File: config.mk
export PLATFORM = sky130hd
export DESIGN_NAME = pause_frame_rx
export DESIGN_NICKNAME = d
export VERILOG_FILES = /design/src/rtl/eth_pkg.sv /design/src/rtl/pause_timer.sv /design/src/rtl/pause_frame_rx.sv
export SDC_FILE = /design/constraint.sdc
export NUM_CORES = 1
export LEC_CHECK = 0
export ABC_AREA = 0
export BUFFER_PORTS_ARGS = -buffer_cell sky130_fd_sc_hd__buf_2
export CAP_MARGIN = 20
export CORE_MARGIN = 4
export CORE_UTILIZATION = 60
export DETAILED_ROUTE_END_ITERATION = 7
export GPL_TIMING_DRIVEN = 0
export HOLD_SLACK_MARGIN = 0.08
export PLACE_DENSITY = 0.82
export SLEW_MARGIN = 30
export SYNTH_ARGS = -nofsm -noshare
export SYNTH_HDL_FRONTEND = slang
export SYNTH_SLANG_ARGS = --single-unit
export TNS_END_PERCENT = 50
File: constraint.sdc
create_clock -name clk -period 6.69 [get_ports clk]
set_clock_uncertainty 0.15 [all_clocks]
set_input_delay 1.338 -clock clk [delete_from_list [all_inputs] [get_ports clk]]
set_output_delay 1.338 -clock clk [all_outputs]
set_load 0.05 [all_outputs]
File: src/rtl/eth_pkg.sv
// Shared constants, parser state encoding and byte-select helpers for the
// MAC-control PAUSE receive path.
package eth_pkg;

    localparam logic [47:0] PAUSE_DA       = 48'h0180C2000001;
    localparam logic [15:0] ETYPE_MAC_CTRL = 16'h8808;
    localparam logic [15:0] OPC_PAUSE      = 16'h0001;

    typedef enum logic [1:0] {
        ST_IDLE  = 2'd0,
        ST_PARSE = 2'd1,
        ST_DROP  = 2'd2
    } rx_state_t;

    // Byte n of a MAC address as it appears on the wire (MSB first).
    function automatic logic [7:0] addr_byte(input logic [47:0] addr, input logic [2:0] n);
        logic [7:0] b;
        case (n)
            3'd0:    b = addr[47:40];
            3'd1:    b = addr[39:32];
            3'd2:    b = addr[31:24];
            3'd3:    b = addr[23:16];
            3'd4:    b = addr[15:8];
            3'd5:    b = addr[7:0];
            default: b = 8'h00;
        endcase
        return b;
    endfunction

    // Expected byte at frame offsets 12..15: ethertype then opcode.
    function automatic logic [7:0] hdr_byte(input logic [1:0] sel);
        logic [7:0] b;
        case (sel)
            2'd0:    b = ETYPE_MAC_CTRL[15:8];
            2'd1:    b = ETYPE_MAC_CTRL[7:0];
            2'd2:    b = OPC_PAUSE[15:8];
            default: b = OPC_PAUSE[7:0];
        endcase
        return b;
    endfunction

endpackage

File: src/rtl/pause_timer.sv
// Holds an accepted pause request until the transmitter is between frames,
// then counts the requested quanta down through a per-quantum prescaler.
module pause_timer #(
    parameter int QUANTUM_CYCLES = 64
) (
    input  logic        clk,
    input  logic        rst,
    input  logic        i_req_valid,
    input  logic [15:0] i_req_quanta,
    input  logic        i_tx_busy,
    output logic        o_pause_active,
    output logic [15:0] o_quanta_rem
);

    localparam int PW = (QUANTUM_CYCLES > 1) ? $clog2(QUANTUM_CYCLES) : 1;
    localparam logic [PW-1:0] PRESC_MAX = PW'(QUANTUM_CYCLES - 1);

    logic          r_pending;
    logic [15:0]   r_pend_quanta;
    logic [PW-1:0] r_presc;
    logic [15:0]   r_rem;
    logic          r_active;

    logic          w_apply;
    logic [15:0]   w_load_quanta;

    // A request arriving this cycle is newer than anything still pending.
    always_comb begin
        w_load_quanta = i_req_valid ? i_req_quanta : r_pend_quanta;
        w_apply       = (r_pending || i_req_valid) && !i_tx_busy;
    end

    always_ff @(posedge clk) begin
        if (rst) begin
            r_pending     <= 1'b0;
            r_pend_quanta <= 16'd0;
            r_presc       <= '0;
            r_rem         <= 16'd0;
            r_active      <= 1'b0;
        end else if (w_apply) begin
            r_pending <= 1'b0;
            r_rem     <= w_load_quanta;
            r_presc   <= PRESC_MAX;
            r_active  <= (w_load_quanta != 16'd0);
        end else begin
            if (i_req_valid) begin
                r_pending     <= 1'b1;
                r_pend_quanta <= i_req_quanta;
            end
            if (r_rem != 16'd0) begin
                if (r_presc == '0) begin
                    r_presc <= PRESC_MAX;
                    r_rem   <= r_rem - 16'd1;
                    if (r_rem == 16'd1) begin
                        r_active <= 1'b0;
                    end
                end else begin
                    r_presc <= r_presc - PW'(1);
                end
            end
        end
    end

    assign o_pause_active = r_active;
    assign o_quanta_rem   = r_rem;

endmodule

File: src/rtl/pause_frame_rx.sv
// Parses the receive byte stream for 802.3x PAUSE frames and hands accepted
// quanta to pause_timer, which throttles the transmitter at frame boundaries.
module pause_frame_rx
    import eth_pkg::*;
#(
    parameter int          QUANTUM_CYCLES = 64,
    parameter bit          ACCEPT_UCAST   = 1'b0,
    parameter logic [47:0] STATION_ADDR   = 48'h0
) (
    input  logic        clk,
    input  logic        rst,
    input  logic [7:0]  rx_data,
    input  logic        rx_valid,
    input  logic        rx_last,
    input  logic        rx_err,
    input  logic        tx_busy,
    output logic        pause_active,
    output logic [15:0] pause_quanta_rem,
    output logic        pause_rcvd,
    output logic [47:0] pause_src_addr
);

    rx_state_t   r_state;
    logic [5:0]  r_idx;
    logic        r_pda_ok;
    logic        r_uda_ok;
    logic        r_hdr_ok;
    logic [47:0] r_sa;
    logic [15:0] r_quanta;
    logic        r_pause_rcvd;
    logic [47:0] r_src_addr;

    logic        w_take;
    logic        w_first;
    logic        w_pda_cur;
    logic        w_uda_cur;
    logic        w_hdr_cur;
    logic        w_pda_next;
    logic        w_uda_next;
    logic        w_hdr_next;
    logic        w_match_next;
    logic [15:0] w_quanta_next;
    logic        w_accept;

    // DA may match either the PAUSE multicast or (optionally) our own address;
    // the frame stays alive while at least one candidate still agrees.
    always_comb begin
        w_take     = rx_valid && (r_state != ST_DROP);
        w_first    = (r_state == ST_IDLE);
        w_pda_cur  = w_first ? 1'b1 : r_pda_ok;
        w_uda_cur  = w_first ? ACCEPT_UCAST : r_uda_ok;
        w_hdr_cur  = w_first ? 1'b1 : r_hdr_ok;
        w_pda_next = w_pda_cur;
        w_uda_next = w_uda_cur;
        w_hdr_next = w_hdr_cur;
        if (r_idx < 6'd6) begin
            w_pda_next = w_pda_cur && (rx_data == addr_byte(PAUSE_DA, r_idx[2:0]));
            w_uda_next = w_uda_cur && (rx_data == addr_byte(STATION_ADDR, r_idx[2:0]));
        end
        if ((r_idx >= 6'd12) && (r_idx <= 6'd15)) begin
            w_hdr_next = w_hdr_cur && (rx_data == hdr_byte(r_idx[1:0]));
        end
        w_match_next  = (w_pda_next || w_uda_next) && w_hdr_next;
        w_quanta_next = ((r_idx == 6'd16) || (r_idx == 6'd17)) ? {r_quanta[7:0], rx_data} : r_quanta;
        w_accept      = w_take && rx_last && w_match_next && (r_idx >= 6'd17) && !rx_err;
    end

    always_ff @(posedge clk) begin
        if (rst) begin
            r_state      <= ST_IDLE;
            r_idx        <= 6'd0;
            r_pda_ok     <= 1'b0;
            r_uda_ok     <= 1'b0;
            r_hdr_ok     <= 1'b0;
            r_sa         <= 48'd0;
            r_quanta     <= 16'd0;
            r_pause_rcvd <= 1'b0;
            r_src_addr   <= 48'd0;
        end else begin
            r_pause_rcvd <= w_accept;
            if (w_accept) begin
                r_src_addr <= r_sa;
            end
            if (rx_valid) begin
                if (rx_last) begin
                    r_idx <= 6'd0;
                end else if (r_idx != 6'd63) begin
                    r_idx <= r_idx + 6'd1;
                end
                case (r_state)
                    ST_IDLE, ST_PARSE: begin
                        r_pda_ok <= w_pda_next;
                        r_uda_ok <= w_uda_next;
                        r_hdr_ok <= w_hdr_next;
                        r_quanta <= w_quanta_next;
                        if ((r_idx >= 6'd6) && (r_idx <= 6'd11)) begin
                            r_sa <= {r_sa[39:0], rx_data};
                        end
                        if (rx_last) begin
                            r_state <= ST_IDLE;
                        end else if (!w_match_next) begin
                            r_state <= ST_DROP;
                        end else begin
                            r_state <= ST_PARSE;
                        end
                    end
                    ST_DROP: begin
                        if (rx_last) begin
                            r_state <= ST_IDLE;
                        end
                    end
                    default: r_state <= ST_IDLE;
                endcase
            end
        end
    end

    pause_timer #(
        .QUANTUM_CYCLES(QUANTUM_CYCLES)
    ) u_timer (
        .clk           (clk),
        .rst           (rst),
        .i_req_valid   (w_accept),
        .i_req_quanta  (w_quanta_next),
        .i_tx_busy     (tx_busy),
        .o_pause_active(pause_active),
        .o_quanta_rem  (pause_quanta_rem)
    );

    assign pause_rcvd     = r_pause_rcvd;
    assign pause_src_addr = r_src_addr;

endmodule

==> metrics.txt <==
# TYPE chip_impl_metric gauge
chip_impl_metric{name="clk_pin_slew_worst_paths",unit="ns"} 0.07
chip_impl_metric{name="worst_hold_slack",unit="ns"} 0.300
chip_impl_metric{name="synthCells",unit=""} 876
chip_impl_metric{name="detail_route.wl_per_cell",unit="µm"} 15.4
chip_impl_metric{name="dieWidth",unit="µm"} 116
chip_impl_info{name="ys.flop_type",value="sky130_fd_sc_hd__dfxtp_1"} 1
chip_impl_metric{name="leakage",unit="nW"} 3.02
chip_impl_metric{name="design.die.area",unit="µm²"} 13600
chip_impl_metric{name="drive_above_1_share",unit="%"} 16.3
chip_impl_metric{name="initial_core_util",unit="%"} 61.5
chip_impl_metric{name="n_antenna_cell",unit=""} 0
chip_impl_info{name="synth.most_common_cell",value="sky130_fd_sc_hd__nand2_1"} 1
chip_impl_info{name="criticalPathCategory",value="input pin to flip-flop"} 1
chip_impl_metric{name="min_period_over_period",unit="%"} 54.7
chip_impl_metric{name="dp_cells",unit=""} 1096
chip_impl_metric{name="post-route-drc-count",unit=""} 0
chip_impl_metric{name="dpl.hpwl",unit="mm"} 12.2
chip_impl_info{name="startpoint_type",value="input pin"} 1
chip_impl_info{name="synth.area.top_cells",value="sky130_fd_sc_hd__dfxtp_1, sky130_fd_sc_hd__nand2_1, sky130_fd_sc_hd__a21oi_1"} 1
chip_impl_metric{name="cts.repair_timing.setup_buffer_count",unit=""} 0
chip_impl_metric{name="detailroute.via_count",unit=""} 6400
chip_impl_metric{name="residual_antenna_violating_net_count_after_detailed_routing",unit=""} 0
chip_impl_metric{name="vias_per_cell",unit=""} 5.67
chip_impl_metric{name="drv_slew",unit=""} 0
chip_impl_metric{name="fmax",unit="MHz"} 273
chip_impl_metric{name="std_cell_rows",unit=""} 39
chip_impl_info{name="clock_tree.root_cell",value="sky130_fd_sc_hd__clkbuf_16"} 1
chip_impl_metric{name="finish.cell_count_without_fillers",unit=""} 1128
chip_impl_info{name="yosys.area.top_type",value="sky130_fd_sc_hd__dfxtp_1"} 1
chip_impl_info{name="hold_class",value="flip-flop to flip-flop"} 1
chip_impl_metric{name="finalWirelength",unit="mm"} 17.4
chip_impl_metric{name="coreArea",unit="µm²"} 11500
chip_impl_metric{name="clk-insertion-delay-late",unit="ns"} 0.43
chip_impl_metric{name="finalHoldViolations",unit=""} 0
chip_impl_metric{name="clockBufferDepth",unit=""} 2
chip_impl_metric{name="cts-buffers-inserted",unit=""} 17
chip_impl_metric{name="dieHeight",unit="µm"} 116
chip_impl_metric{name="grt_usage",unit="%"} 26.1
chip_impl_metric{name="yosysWarningCount",unit=""} 0
chip_impl_metric{name="cts_htree_levels",unit=""} 4
chip_impl_metric{name="yosys_register_bits",unit=""} 164
chip_impl_metric{name="synth.net_count",unit=""} 898
chip_impl_metric{name="cts-hold-fix-buffers",unit=""} 0
chip_impl_metric{name="tightest_slew",unit="ns"} 0.941
chip_impl_metric{name="area_growth_syn_to_layout",unit="%"} 16.3
chip_impl_metric{name="grt_pass1_wl",unit="mm"} 28.2
chip_impl_metric{name="worstPathRequired",unit="ns"} 6.82
chip_impl_metric{name="power.ir.vdd_worst",unit="mV"} 0.359
chip_impl_metric{name="globalRouteOverflowTotal",unit=""} 0
chip_impl_metric{name="postCtsResizedCells",unit=""} 0
chip_impl_metric{name="antenna_found_initial",unit=""} 0
chip_impl_metric{name="final_period_demand_of_the_worst_path",unit="ns"} 3.66
chip_impl_info{name="critPathCaptureType",value="flip-flop"} 1
chip_impl_metric{name="synth_edf_count",unit=""} 0
chip_impl_metric{name="drv.max_cap_violation_count",unit=""} 0
chip_impl_metric{name="ys_seq_area_share",unit="%"} 46.5
chip_impl_metric{name="synth_top_area_share",unit="%"} 46.5
chip_impl_metric{name="globalplace.congestion",unit=""} 0.916
chip_impl_metric{name="detail_route.first_pass.iterations",unit=""} 5
chip_impl_metric{name="power-per-cell-area",unit="nW/µm²"} 356
chip_impl_info{name="grt_setup_unrepaired",value="no"} 1
chip_impl_metric{name="cts.sinks",unit=""} 164
chip_impl_metric{name="syn_area",unit="µm²"} 7060
chip_impl_metric{name="grt_start_max_net_pins",unit=""} 17
chip_impl_metric{name="postSynth.asyncResetShare",unit="%"} 0
chip_impl_metric{name="synth.avg_cell_area",unit="µm²"} 8.05
chip_impl_metric{name="setup_viol",unit=""} 0
chip_impl_metric{name="grt_pass1_vias",unit=""} 5848
chip_impl_metric{name="setup_tns",unit="ns"} 0
chip_impl_metric{name="portBuffers",unit=""} 77
chip_impl_metric{name="initial_drc_count",unit=""} 495
chip_impl_info{name="cts_tree",value="done"} 1
chip_impl_metric{name="fin_nets",unit=""} 994
chip_impl_metric{name="timing.critical_path.fanout_max",unit=""} 10
chip_impl_metric{name="worstPathArrival",unit="ns"} 3.79
chip_impl_info{name="ys_top_cells_by_count",value="sky130_fd_sc_hd__nand2_1, sky130_fd_sc_hd__dfxtp_1, sky130_fd_sc_hd__a21oi_1"} 1
chip_impl_metric{name="pin_count",unit=""} 80
chip_impl_metric{name="post_synth_num_cell_types",unit=""} 59
chip_impl_info{name="outcome",value="complete, no violations"} 1
chip_impl_metric{name="slew_headroom",unit="%"} 37.1
metrics by stage:
| stage | utilization (%) | instance area (µm²) | worst slack (ns) | total power, W |
|---|---|---|---|---|
| after floorplan | - | 7060 | 3.25 | 0.00178 |
| after CTS | 71.5 | 8200 | 3.07 | 0.00292 |
| after detailed placement | 66.4 | 7620 | 2.63 | 0.00196 |
| after global placement | 66.4 | 7620 | 2.63 | 0.00194 |
| final | 71.5 | 8200 | 3.03 | 0.00292 |
| after global routing | 71.5 | 8200 | 2.87 | 0.00306 |
layout make-up:
class	count	area, µm²
Buffer	56	259
Inverter	10	37.5
Tap cell	143	179
Timing Repair Buffer	77	385
Sequential cell	164	3280
Multi-Input combinational cell	646	3480
Fill cell	890	3260
Clock inverter	13	150
Clock buffer	19	433
cell families after synthesis:
group,count (synthesis),share of synthesized area (%)
flip-flops,164,46.5
AND/OR/NAND/NOR,403,24.4
multiplexers,33,4.95
AO/OA/AOI/OAI,182,15.9
buffers and inverters,66,4.20
XOR/XNOR,20,2.59
adder cells (fa/ha/maj),8,1.42
registers in the layout (all words and copies together) (netlist names), 2 cells and up:
signal and count:
u_timer.o_quanta_rem 16, u_timer.r_pend_quanta 16, pause_src_addr 48, r_idx 6, u_timer.r_presc 6, r_quanta 16, r_sa 48, r_state 2
where the power goes:
part | internal, W | leakage, nW | switching [W]
Combinational | 0.000300 | 1.42 | 0.000555
Sequential | 0.00104 | 1.32 | 0.0000638
Clock | 0.000556 | 0.278 | 0.000409
layer usage:
layer	up-vias	wire length, µm	track usage (%)
li1	3165	-	-
met1	2995	7960	35.4
met2	220	7960	41.4
met3	20	1190	5.75
met4	0	256	9.13
met5	-	0	0
critical path, cell delays in order:
cell,delay [ns]
sky130_fd_sc_hd__buf_2,0.14
sky130_fd_sc_hd__or4_1,0.60
sky130_fd_sc_hd__nor4_2,0.41
sky130_fd_sc_hd__a221oi_2,0.12
sky130_fd_sc_hd__o31ai_1,0.15
sky130_fd_sc_hd__nand3_2,0.36
sky130_fd_sc_hd__clkbuf_1,0.39
sky130_fd_sc_hd__nand2_1,0.17
sky130_fd_sc_hd__a311oi_2,0.11
final timing paths:
check,startpoint,to,slack [ns],cells past startpoint
setup / recovery,rx_data[2],u_timer.o_quanta_rem[14],3.03,9
hold / removal,pause_src_addr[37],pause_src_addr[37],0.30,2
setup reg to reg,r_idx[0],u_timer.o_quanta_rem[14],3.36,9
hold reg to reg,pause_src_addr[37],pause_src_addr[37],0.30,2
layout by cell type (no fill, tap or decap), types with 3 or more instances in the layout:
cell type                    count
sky130_fd_sc_hd__nand2_1       273
sky130_fd_sc_hd__dfxtp_1       164
sky130_fd_sc_hd__a21oi_1       129
sky130_fd_sc_hd__buf_2          89
sky130_fd_sc_hd__nor2_1         56
sky130_fd_sc_hd__clkbuf_1       37
sky130_fd_sc_hd__mux2i_1        18
sky130_fd_sc_hd__clkbuf_16      17
sky130_fd_sc_hd__mux2_2         15
sky130_fd_sc_hd__nor4_1         13
sky130_fd_sc_hd__o21ai_0        12
sky130_fd_sc_hd__nor3_1         11
sky130_fd_sc_hd__inv_1          10
sky130_fd_sc_hd__xor2_1         10
sky130_fd_sc_hd__nand3_1        10
sky130_fd_sc_hd__xnor2_1         9
sky130_fd_sc_hd__a311oi_2        9
sky130_fd_sc_hd__ha_1            8
sky130_fd_sc_hd__a311oi_1        7
sky130_fd_sc_hd__nand4_1         5
sky130_fd_sc_hd__or3_1           5
sky130_fd_sc_hd__nor2b_1         4
sky130_fd_sc_hd__o21a_1          4
sky130_fd_sc_hd__nand2b_1        4
sky130_fd_sc_hd__buf_1           3
sky130_fd_sc_hd__o31ai_1         3
sky130_fd_sc_hd__buf_4           3
sky130_fd_sc_hd__buf_6           3
sky130_fd_sc_hd__nor3b_1         3
sky130_fd_sc_hd__clkinvlp_4      3
Power figures use the tool's default switching activity.
